===== config.mk =====
export PLATFORM = sky130hd
export DESIGN_NAME = cp0_exception_ctrl
export DESIGN_NICKNAME = d
export VERILOG_FILES = /design/src/rtl/cp0_exception_ctrl.sv
export SDC_FILE = /design/constraint.sdc
export NUM_CORES = 1
export LEC_CHECK = 0
export ABC_AREA = 1
export CAP_MARGIN = 20
export CELL_PAD_IN_SITES_DETAIL_PLACEMENT = 1
export CELL_PAD_IN_SITES_GLOBAL_PLACEMENT = 1
export CORE_MARGIN = 8
export CORE_UTILIZATION = 30
export DETAILED_ROUTE_END_ITERATION = 10
export HOLD_SLACK_MARGIN = 0.06
export PLACE_DENSITY_LB_ADDON = 0.1
export SYNTH_ARGS = -nofsm -noshare
export SYNTH_HDL_FRONTEND = slang
export SYNTH_SLANG_ARGS = --single-unit

===== constraint.sdc =====
create_clock -name clk -period 2.1 [get_ports clk]
set_clock_uncertainty 0.05 [all_clocks]
set_input_delay 0.42 -clock clk [delete_from_list [all_inputs] [get_ports clk]]
set_output_delay 0.42 -clock clk [all_outputs]
set_load 0.01 [all_outputs]

===== src/rtl/cp0_exception_ctrl.sv =====
// CP0 exception sequencer: arbitrates IRQ/SYSCALL/ERET/MTC0 and issues
// ordered single-port CP0 accesses, ending each sequence with a PC redirect.
module cp0_exception_ctrl #(
    parameter logic [31:0] EXC_VECTOR = 32'h0000_3000,
    parameter logic [4:0]  EXC_SYS    = 5'b01000,
    parameter logic [4:0]  EXC_INT    = 5'b00000
) (
    input  logic        clk,
    input  logic        rst,
    input  logic [5:0]  irq,
    input  logic        ins_valid,
    input  logic [31:0] pc_cur,
    input  logic        syscall_req,
    input  logic        eret_req,
    input  logic        mtc0_req,
    input  logic [4:0]  mtc0_reg,
    input  logic [31:0] mtc0_data,
    output logic        syscall_ack,
    output logic        eret_ack,
    output logic        mtc0_ack,
    output logic        irq_taken,
    output logic        stall,
    output logic        cp0_wen,
    output logic [4:0]  cp0_addr,
    output logic [31:0] cp0_wdata,
    input  logic [31:0] cp0_rdata,
    output logic        redirect,
    output logic [31:0] redirect_pc
);

    typedef enum logic [2:0] {
        IDLE, W_EPC, W_CAUSE, W_STAT, E_RD, E_STAT, REDIR
    } state_t;

    state_t      state_q, state_d;
    logic [31:0] status_q, status_d;
    logic [31:0] epc_q, epc_d;
    logic [31:0] cause_q, cause_d;
    logic        exc_q, exc_d;
    logic        irq_pend;

    assign irq_pend = (|(irq & status_q[15:10])) & status_q[0]
                    & ~status_q[1] & ins_valid;

    always_comb begin
        state_d     = state_q;
        status_d    = status_q;
        epc_d       = epc_q;
        cause_d     = cause_q;
        exc_d       = exc_q;
        syscall_ack = 1'b0;
        eret_ack    = 1'b0;
        mtc0_ack    = 1'b0;
        irq_taken   = 1'b0;
        stall       = 1'b0;
        cp0_wen     = 1'b0;
        cp0_addr    = 5'd0;
        cp0_wdata   = 32'd0;
        redirect    = 1'b0;
        redirect_pc = 32'd0;
        // Outputs are forced quiet while reset is held so an abort is immediate.
        if (!rst) begin
            unique case (state_q)
                IDLE: begin
                    if (irq_pend) begin
                        irq_taken = 1'b1;
                        stall     = 1'b1;
                        epc_d     = pc_cur;
                        cause_d   = {16'b0, irq, 3'b0, EXC_INT, 2'b0};
                        exc_d     = 1'b1;
                        state_d   = W_EPC;
                    end else if (syscall_req) begin
                        syscall_ack = 1'b1;
                        stall       = 1'b1;
                        epc_d       = pc_cur;
                        cause_d     = {16'b0, irq, 3'b0, EXC_SYS, 2'b0};
                        exc_d       = 1'b1;
                        state_d     = W_EPC;
                    end else if (eret_req) begin
                        eret_ack = 1'b1;
                        stall    = 1'b1;
                        exc_d    = 1'b0;
                        state_d  = E_RD;
                    end else if (mtc0_req) begin
                        mtc0_ack  = 1'b1;
                        cp0_wen   = 1'b1;
                        cp0_addr  = mtc0_reg;
                        cp0_wdata = mtc0_data;
                        if (mtc0_reg == 5'd12) status_d = mtc0_data;
                    end
                end
                W_EPC: begin
                    stall     = 1'b1;
                    cp0_wen   = 1'b1;
                    cp0_addr  = 5'd14;
                    cp0_wdata = epc_q;
                    state_d   = W_CAUSE;
                end
                W_CAUSE: begin
                    stall     = 1'b1;
                    cp0_wen   = 1'b1;
                    cp0_addr  = 5'd13;
                    cp0_wdata = cause_q;
                    state_d   = W_STAT;
                end
                W_STAT: begin
                    stall     = 1'b1;
                    cp0_wen   = 1'b1;
                    cp0_addr  = 5'd12;
                    cp0_wdata = status_q | 32'h2;
                    status_d  = status_q | 32'h2;
                    state_d   = REDIR;
                end
                E_RD: begin
                    stall    = 1'b1;
                    cp0_addr = 5'd14;
                    epc_d    = cp0_rdata;
                    state_d  = E_STAT;
                end
                E_STAT: begin
                    stall     = 1'b1;
                    cp0_wen   = 1'b1;
                    cp0_addr  = 5'd12;
                    cp0_wdata = status_q & ~32'h2;
                    status_d  = status_q & ~32'h2;
                    state_d   = REDIR;
                end
                REDIR: begin
                    redirect    = 1'b1;
                    redirect_pc = exc_q ? EXC_VECTOR : epc_q;
                    state_d     = IDLE;
                end
                default: state_d = IDLE;
            endcase
        end
    end

    always_ff @(posedge clk) begin
        if (rst) begin
            state_q  <= IDLE;
            status_q <= 32'd0;
            epc_q    <= 32'd0;
            cause_q  <= 32'd0;
            exc_q    <= 1'b0;
        end else begin
            state_q  <= state_d;
            status_q <= status_d;
            epc_q    <= epc_d;
            cause_q  <= cause_d;
            exc_q    <= exc_d;
        end
    end

endmodule


==> results.py, run 1 <==
metrics = {
    "grt": {
        "grt_pass1_wl_um": 39320,
        "grtUsageMet2": 0.3716,
        "grt-busiest-layer": "met2",
        "grt_usage": 0.2224,
        "antenna_found_initial": 3,
        "grt_pass1_vias": 7181,
        "grt_max_degree": 50,
        "gr-total-overflow": 0,
        "met1_usage": 0.2842,
        "grt_util_met3": 0.04885,
    },
    "die": {
        "die-area_um2": 22120,
        "row_count": 48,
        "boundaryPins": 189,
        "start_util": 0.3066,
        "core-area_um2": 17240,
        "die_width_um": 148.7,
        "dieHeight_um": 148.7,
    },
    "outcome": {
        "violations": "setup timing",
        "status": "complete, but fails checks",
    },
    "setup_path": {
        "start_kind": "flop",
        "worstSetupPathType": "flop to primary output",
        "path_max_fanout": 7,
        "rrSetupSlack_ns": 0.11,
        "cp-end-kind": "primary output",
        "cp.arrival_ns": 1.90,
        "crit_required_ns": 1.63,
    },
    "logic_synthesis": {
        "synth_top_family_by_area": "simple AND/OR/NAND/NOR gates",
        "synth.mux.area_fraction": 0,
        "synthXorXnorAreaFrac": 0,
        "synth-simple-area-share": 0.4380,
        "yosys_warnings": 0,
        "syn_area_um2": 5285,
        "synthCells": 921,
        "ys_seq_area_frac": 0.2841,
        "synth-seq-cells": 75,
        "synth-adder-area-share": 0,
        "synth_compound_area_frac": 0.09848,
        "ys_types": 23,
        "syn-num-nets": 1034,
        "avgSynthCellArea_um2": 5.738,
    },
    "placement": {
        "routabilityCongestion": 0.8199,
        "dp.final_hpwl_um": 17420,
        "dp.cells": 1355,
        "io_buffers": 188,
    },
    "clock_network": {
        "cts-root-buf": "clkbuf_16",
        "cts_max_path_buffers": 2,
        "cts.sinks": 75,
        "cts_tree": "done",
        "cts_hold_buf": 0,
        "clk_pin_slew_worst_paths_ns": 0.06,
        "clock_latency_ns": 0.33,
        "cts_buffers": 9,
        "h-tree-depth": 3,
    },
    "timing": {
        "tightest_slew_ns": 0.4219,
        "finalSetupViolations": 75,
        "slew_violations": 0,
        "slew_headroom": 0.7187,
        "rsz0062_at_grt": "true",
        "finalCritPeriodShare": 1.130,
        "min_period_ns": 2.372,
        "fin_ws_ns": -0.2725,
        "final_hold_viol_count": 0,
        "timing.fmax_mhz": 421.5,
        "holdWs_ns": 0.4158,
    },
    "power": {
        "vdd_drop_max_mv": 0.5214,
        "pwr_density_cell_nw_per_um2": 927.3,
        "cellLeakagePower_nw": 4.584,
    },
    "finish": {
        "syn2layout_area_growth_pct": 73.48,
        "multi_input_area_um2": 3267,
        "seqCellArea_um2": 1514,
        "drive_gt1_frac": 0.2812,
        "final_cell_mix": "nand2_1 (248), inv_1 (148), clkdlybuf4s50_1 (102), nand4_1 (101), buf_4 (92)",
        "fill_cells": 2232,
        "final_common_cell": "nand2_1",
        "fin_cells": 1422,
        "nets": 1303,
    },
    "flow_run": {
        "cap_violations": 0,
    },
    "detailed_routing": {
        "wl_per_cell_um": 18.78,
        "route.detailed.drc": 0,
        "drt_first_pass_iters": 4,
        "via_per_inst": 4.955,
        "ant_nets": 0,
        "drt_iter0_drc": 412,
        "num_vias": 7046,
        "wirelength_um": 26700,
    },
    "worst_hold_path": {
        "min_path_type": "input pin to flop",
    },
}
[area by class of cell]
| class | count | area share |
|---|---|---|
| Antenna cell | 2 | 0.0005459 |
| Clock buffer | 11 | 0.02647 |
| Clock inverter | 5 | 0.009279 |
| Inverter | 156 | 0.06646 |
| Multi-Input combinational cell | 617 | 0.3563 |
| Sequential cell | 75 | 0.1651 |
| Tap cell | 225 | 0.03070 |
| Timing Repair Buffer | 331 | 0.3451 |
[state kept, by name, indices dropped and copies added, names as in the netlist]
signal	count
epc_q	32
cause_q	7
exc_q	1
state_q	3
status_q	32
[report_power, final]
group / leakage (nW) / internal [mW] / switching, mW
logic: 3.81 / 1.95 / 2.69
registers: 0.618 / 1.77 / 0.360
clock network: 0.156 / 1.08 / 0.650
total: 4.58 / 4.80 / 3.70
[cell usage after synthesis]
cell type / count / area share
dfxtp_1: 75 / 0.28
nor2_1: 119 / 0.085
nand3_1: 42 / 0.040
nor2_4: 1 / 0.0021
o22ai_1: 7 / 0.0083
a31oi_1: 1 / 0.0012
buf_2: 32 / 0.030
a22oi_1: 24 / 0.034
nor2_2: 1 / 0.0012
nand2_1: 257 / 0.18
inv_2: 2 / 0.0014
nand2_2: 3 / 0.0036
inv_1: 152 / 0.11
buf_4: 7 / 0.0099
nor3_1: 1 / 0.00095
clkinv_1: 2 / 0.0014
o21ai_0: 9 / 0.0085
a21oi_1: 49 / 0.046
buf_6: 3 / 0.0064
nand4_1: 101 / 0.12
clkbuf_1: 27 / 0.019
nand3_2: 2 / 0.0038
buf_1: 4 / 0.0028
[metrics by stage]
stage          TNS, ns  instance area [um^2]  setup WS (ns)    util  power [mW]
5_1_grt         -16.42                  9166        -0.3531  0.5318       9.073
6_report        -10.69                  9169        -0.2725  0.5319       8.502
3_5_place_dp    -56.19                  7959        -0.8244  0.4617       5.806
2_1_floorplan        0                  5285         0.1583       -       4.165
3_3_place_gp    -51.68                  7959        -0.7777  0.4617       5.757
4_1_cts         -8.355                  8546        -0.2562  0.4958       7.665
[logic make-up after synthesis]
group,after synthesis
simple gates,527
buf+inv,229
compound gates,90
flops,75
[repair_timing]
action / CTS / global route
pin swaps: 16 / 42
endpoints found under the hold margin: 0 / 0
setup endpoints to repair: 102 / 112
gates resized for setup: 384 / 121
buffers inserted: 29 / 13
gates cloned: 5 / 8
[per-layer routing]
| layer | up-vias | part of all wire |
|---|---|---|
| met4 | 2 | 0.022 |
| met5 | - | 0.00049 |
| met1 | 3352 | 0.43 |
| met2 | 185 | 0.49 |
| li1 | 3469 | - |
| met3 | 38 | 0.058 |
[path summary, 6_finish.rpt]
path	start	to	cells past startpoint
worst max register to register	state_q[0]$_SDFFE_PP0P_	epc_q[26]$_SDFFE_PP0P_	14
worst min register to register	cause_q[11]$_SDFFE_PP0P_	cause_q[11]$_SDFFE_PP0P_	2
worst min-delay path	irq[2]	cause_q[12]$_SDFFE_PP0P_	3
worst max-delay path	status_q[13]$_SDFFE_PP0P_	cp0_wdata[15]	11
[critical path, stage by stage, from the launching register on]
cell and delay, ns:
dfxtp_2 0.33, nand2_2 0.06, nand2_1 0.06, nor2_2 0.14, nand2_2 0.10, nand2_4 0.08, buf_6 0.12, buf_6 0.12
buf_12 0.11, nand4_1 0.13, a21oi_2 0.18, buf_2 0.15
Power figures use the tool's default switching activity.
==> run 2: changes to the inputs <==
Settings changed: CTS_CLUSTER_SIZE set to 25.
==> results of run 2 <==
No change in the layout: final DEF, timing and power equal those of run 1.
==> run 3: changes to the inputs <==
Settings changed: CORE_UTILIZATION 30 to 27.
Clock period 2.1 ns to 1.9 ns, I/O delays scaled along.
==> results.py, run 3 (same netlist as run 1, synthesis figures left out) <==
metrics = {
    "grt": {
        "grt_usage": 0.2116,
        "gr-total-overflow": 0,
        "grt_pass1_vias": 7127,
        "grt_pass1_wl_um": 40460,
        "grt_max_degree": 48,
        "antenna_found_initial": 0,
    },
    "clock_network": {
        "cts.sinks": 75,
        "h-tree-depth": 3,
        "clock_latency_ns": 0.36,
        "cts_tree": "done",
        "cts-root-buf": "clkbuf_16",
        "cts_buffers": 9,
        "clk_pin_slew_worst_paths_ns": 0.07,
        "cts_max_path_buffers": 2,
        "cts_hold_buf": 0,
    },
    "finish": {
        "final_cell_mix": "nand2_1 (227), inv_1 (146), clkdlybuf4s50_1 (104), nand4_1 (101), nor2_1 (82)",
        "top_regs": "epc_q x32, status_q x32, cause_q x7",
        "diodes": 0,
        "final_core_utilization": 0.5160,
        "syn2layout_area_growth_pct": 88.75,
        "seqCellArea_um2": 1516,
        "drive_gt1_frac": 0.3052,
        "multi_input_area_um2": 3461,
        "nets": 1317,
        "fill_cells": 2429,
        "final_common_cell": "nand2_1",
    },
    "setup_path": {
        "crit_buf_inv": 3,
        "cp_cell_sequence": "nand2_1 -> nand2_1 -> nor2_2 -> nand2_2 -> nand2_4 -> buf_4 -> clkbuf_16 -> nand4_1 -> a21oi_1 -> buf_2",
        "path_delay_family": "simple AND/OR/NAND/NOR gates",
        "crit_required_ns": 1.47,
        "worstSetupPathType": "flop to primary output",
        "start_kind": "flop",
        "crit_slowest_cell": "dfxtp_2",
        "path_max_fanout": 5,
        "cp-end-kind": "primary output",
        "cp.arrival_ns": 1.91,
        "max_stage_delay_ns": 0.34,
        "cpMostUsedCell": "nand2_1",
    },
    "detailed_routing": {
        "wirelength_um": 29030,
        "drt_iter0_drc": 317,
        "num_vias": 7148,
        "wl_per_cell_um": 19.70,
        "drt_first_pass_iters": 5,
        "route.detailed.drc": 0,
        "ant_nets": 0,
        "via_per_inst": 4.849,
    },
    "placement": {
        "dp.final_hpwl_um": 17750,
        "io_buffers": 188,
        "routabilityCongestion": 0.7970,
    },
    "power": {
        "pwr_density_cell_nw_per_um2": 1073,
        "vdd_drop_max_mv": 0.5788,
        "cellLeakagePower_nw": 4.849,
    },
    "outcome": {
        "violations": "setup timing",
        "status": "complete, but fails checks",
    },
    "die": {
        "dieHeight_um": 155.9,
        "row_count": 51,
        "die-area_um2": 24310,
        "core-area_um2": 19330,
        "die_width_um": 155.9,
        "boundaryPins": 189,
        "start_util": 0.2733,
    },
    "flow_run": {
        "cap_violations": 0,
    },
    "timing": {
        "tightest_slew_ns": 0.4206,
        "fin_ws_ns": -0.4439,
        "rsz0062_at_grt": "true",
        "slew_headroom": 0.7196,
        "finalCritPeriodShare": 1.234,
        "finalSetupViolations": 95,
        "timing.fmax_mhz": 426.6,
        "min_period_ns": 2.344,
        "slew_violations": 0,
        "final.setup.tns_ns": -23.65,
        "holdWs_ns": 0.3900,
        "final_hold_viol_count": 0,
    },
    "worst_hold_path": {
        "min_path_type": "input pin to flop",
    },
}
==> run 3: cell types whose count changed in the layout (fill, tap and decap cells not counted), moves of 5 or more <==
cell       before  now
buf_6          37   58
nor2_1         87   82
a22oi_2        21    7
buf_4          92   81
clkbuf_16      15   20
buf_12         21   30
buf_2          59   43
nand2_2         6   20
nor2_4         18   35
a22oi_1         3   17
nor2_2         16    4
o22ai_1         6    0
nand2_1       248  227
o22ai_2         1    6
==> run 3: area by class of cell <==
cell class              count  share of cell area
well taps                 265             0.03324
multi-input cells         617              0.3469
clock buffers               9             0.02258
inverters                 156             0.06246
flip-flops and latches     75              0.1520
clock inverters             7             0.01016
repair buffers            345              0.3726
==> run 3: layer usage <==
metal / share of wire / track usage / vias up / routed length [um]
met3: 0.047 / 0.04266 / 43 / 1369
met4: 0.026 / 0.07070 / 0 / 752
met2: 0.49 / 0.3425 / 192 / 14160
met1: 0.44 / 0.2749 / 3409 / 12750
met5: 0 / 0 / - / 0
li1: - / - / 3504 / -
==> run 3: power breakdown <==
| group | internal, mW | total (mW) | switching (mW) |
|---|---|---|---|
| combinational | 2.85 | 6.39 | 3.54 |
| sequential | 1.96 | 2.36 | 0.401 |
| clock | 1.16 | 1.95 | 0.787 |
| total | 5.97 | 10.7 | 4.73 |
==> run 3: final timing paths <==
kind / startpoint / end / slack [ns] / depth (start not counted)
hold reg to reg: cause_q[15]$_SDFFE_PP0P_ / cause_q[15]$_SDFFE_PP0P_ / 0.47 / 2
setup reg to reg: status_q[13]$_SDFFE_PP0P_ / epc_q[15]$_SDFFE_PP0P_ / -0.07 / 13
setup / recovery: status_q[13]$_SDFFE_PP0P_ / cp0_wdata[30] / -0.44 / 10
hold / removal: irq[1] / cause_q[11]$_SDFFE_PP0P_ / 0.39 / 3
==> run 3: what timing repair did <==
item	4_1_cts	5_1_grt
endpoints found under the setup margin	114	129
pin swaps	23	46
setup buffers	26	34
cloned	8	12
gates resized for setup	470	131
==> run 3: tightest hold or removal path: stages <==
cell and delay, ns:
dlygate4sd2_1 0.23, nor2_1 0.06, nor2_1 0.09
==> run 3: through the flow <==
stage	cell area [um^2]	instances	setup WS [ns]	power (mW)
2_1_floorplan	5285	921	0.03832	4.604
3_3_place_gp	7979	1386	-0.9059	6.522
3_5_place_dp	7979	1386	-0.9675	6.562
4_1_cts	9022	1435	-0.3647	9.196
5_1_grt	9976	1474	-0.5322	11.30
6_report	9976	1474	-0.4439	10.71
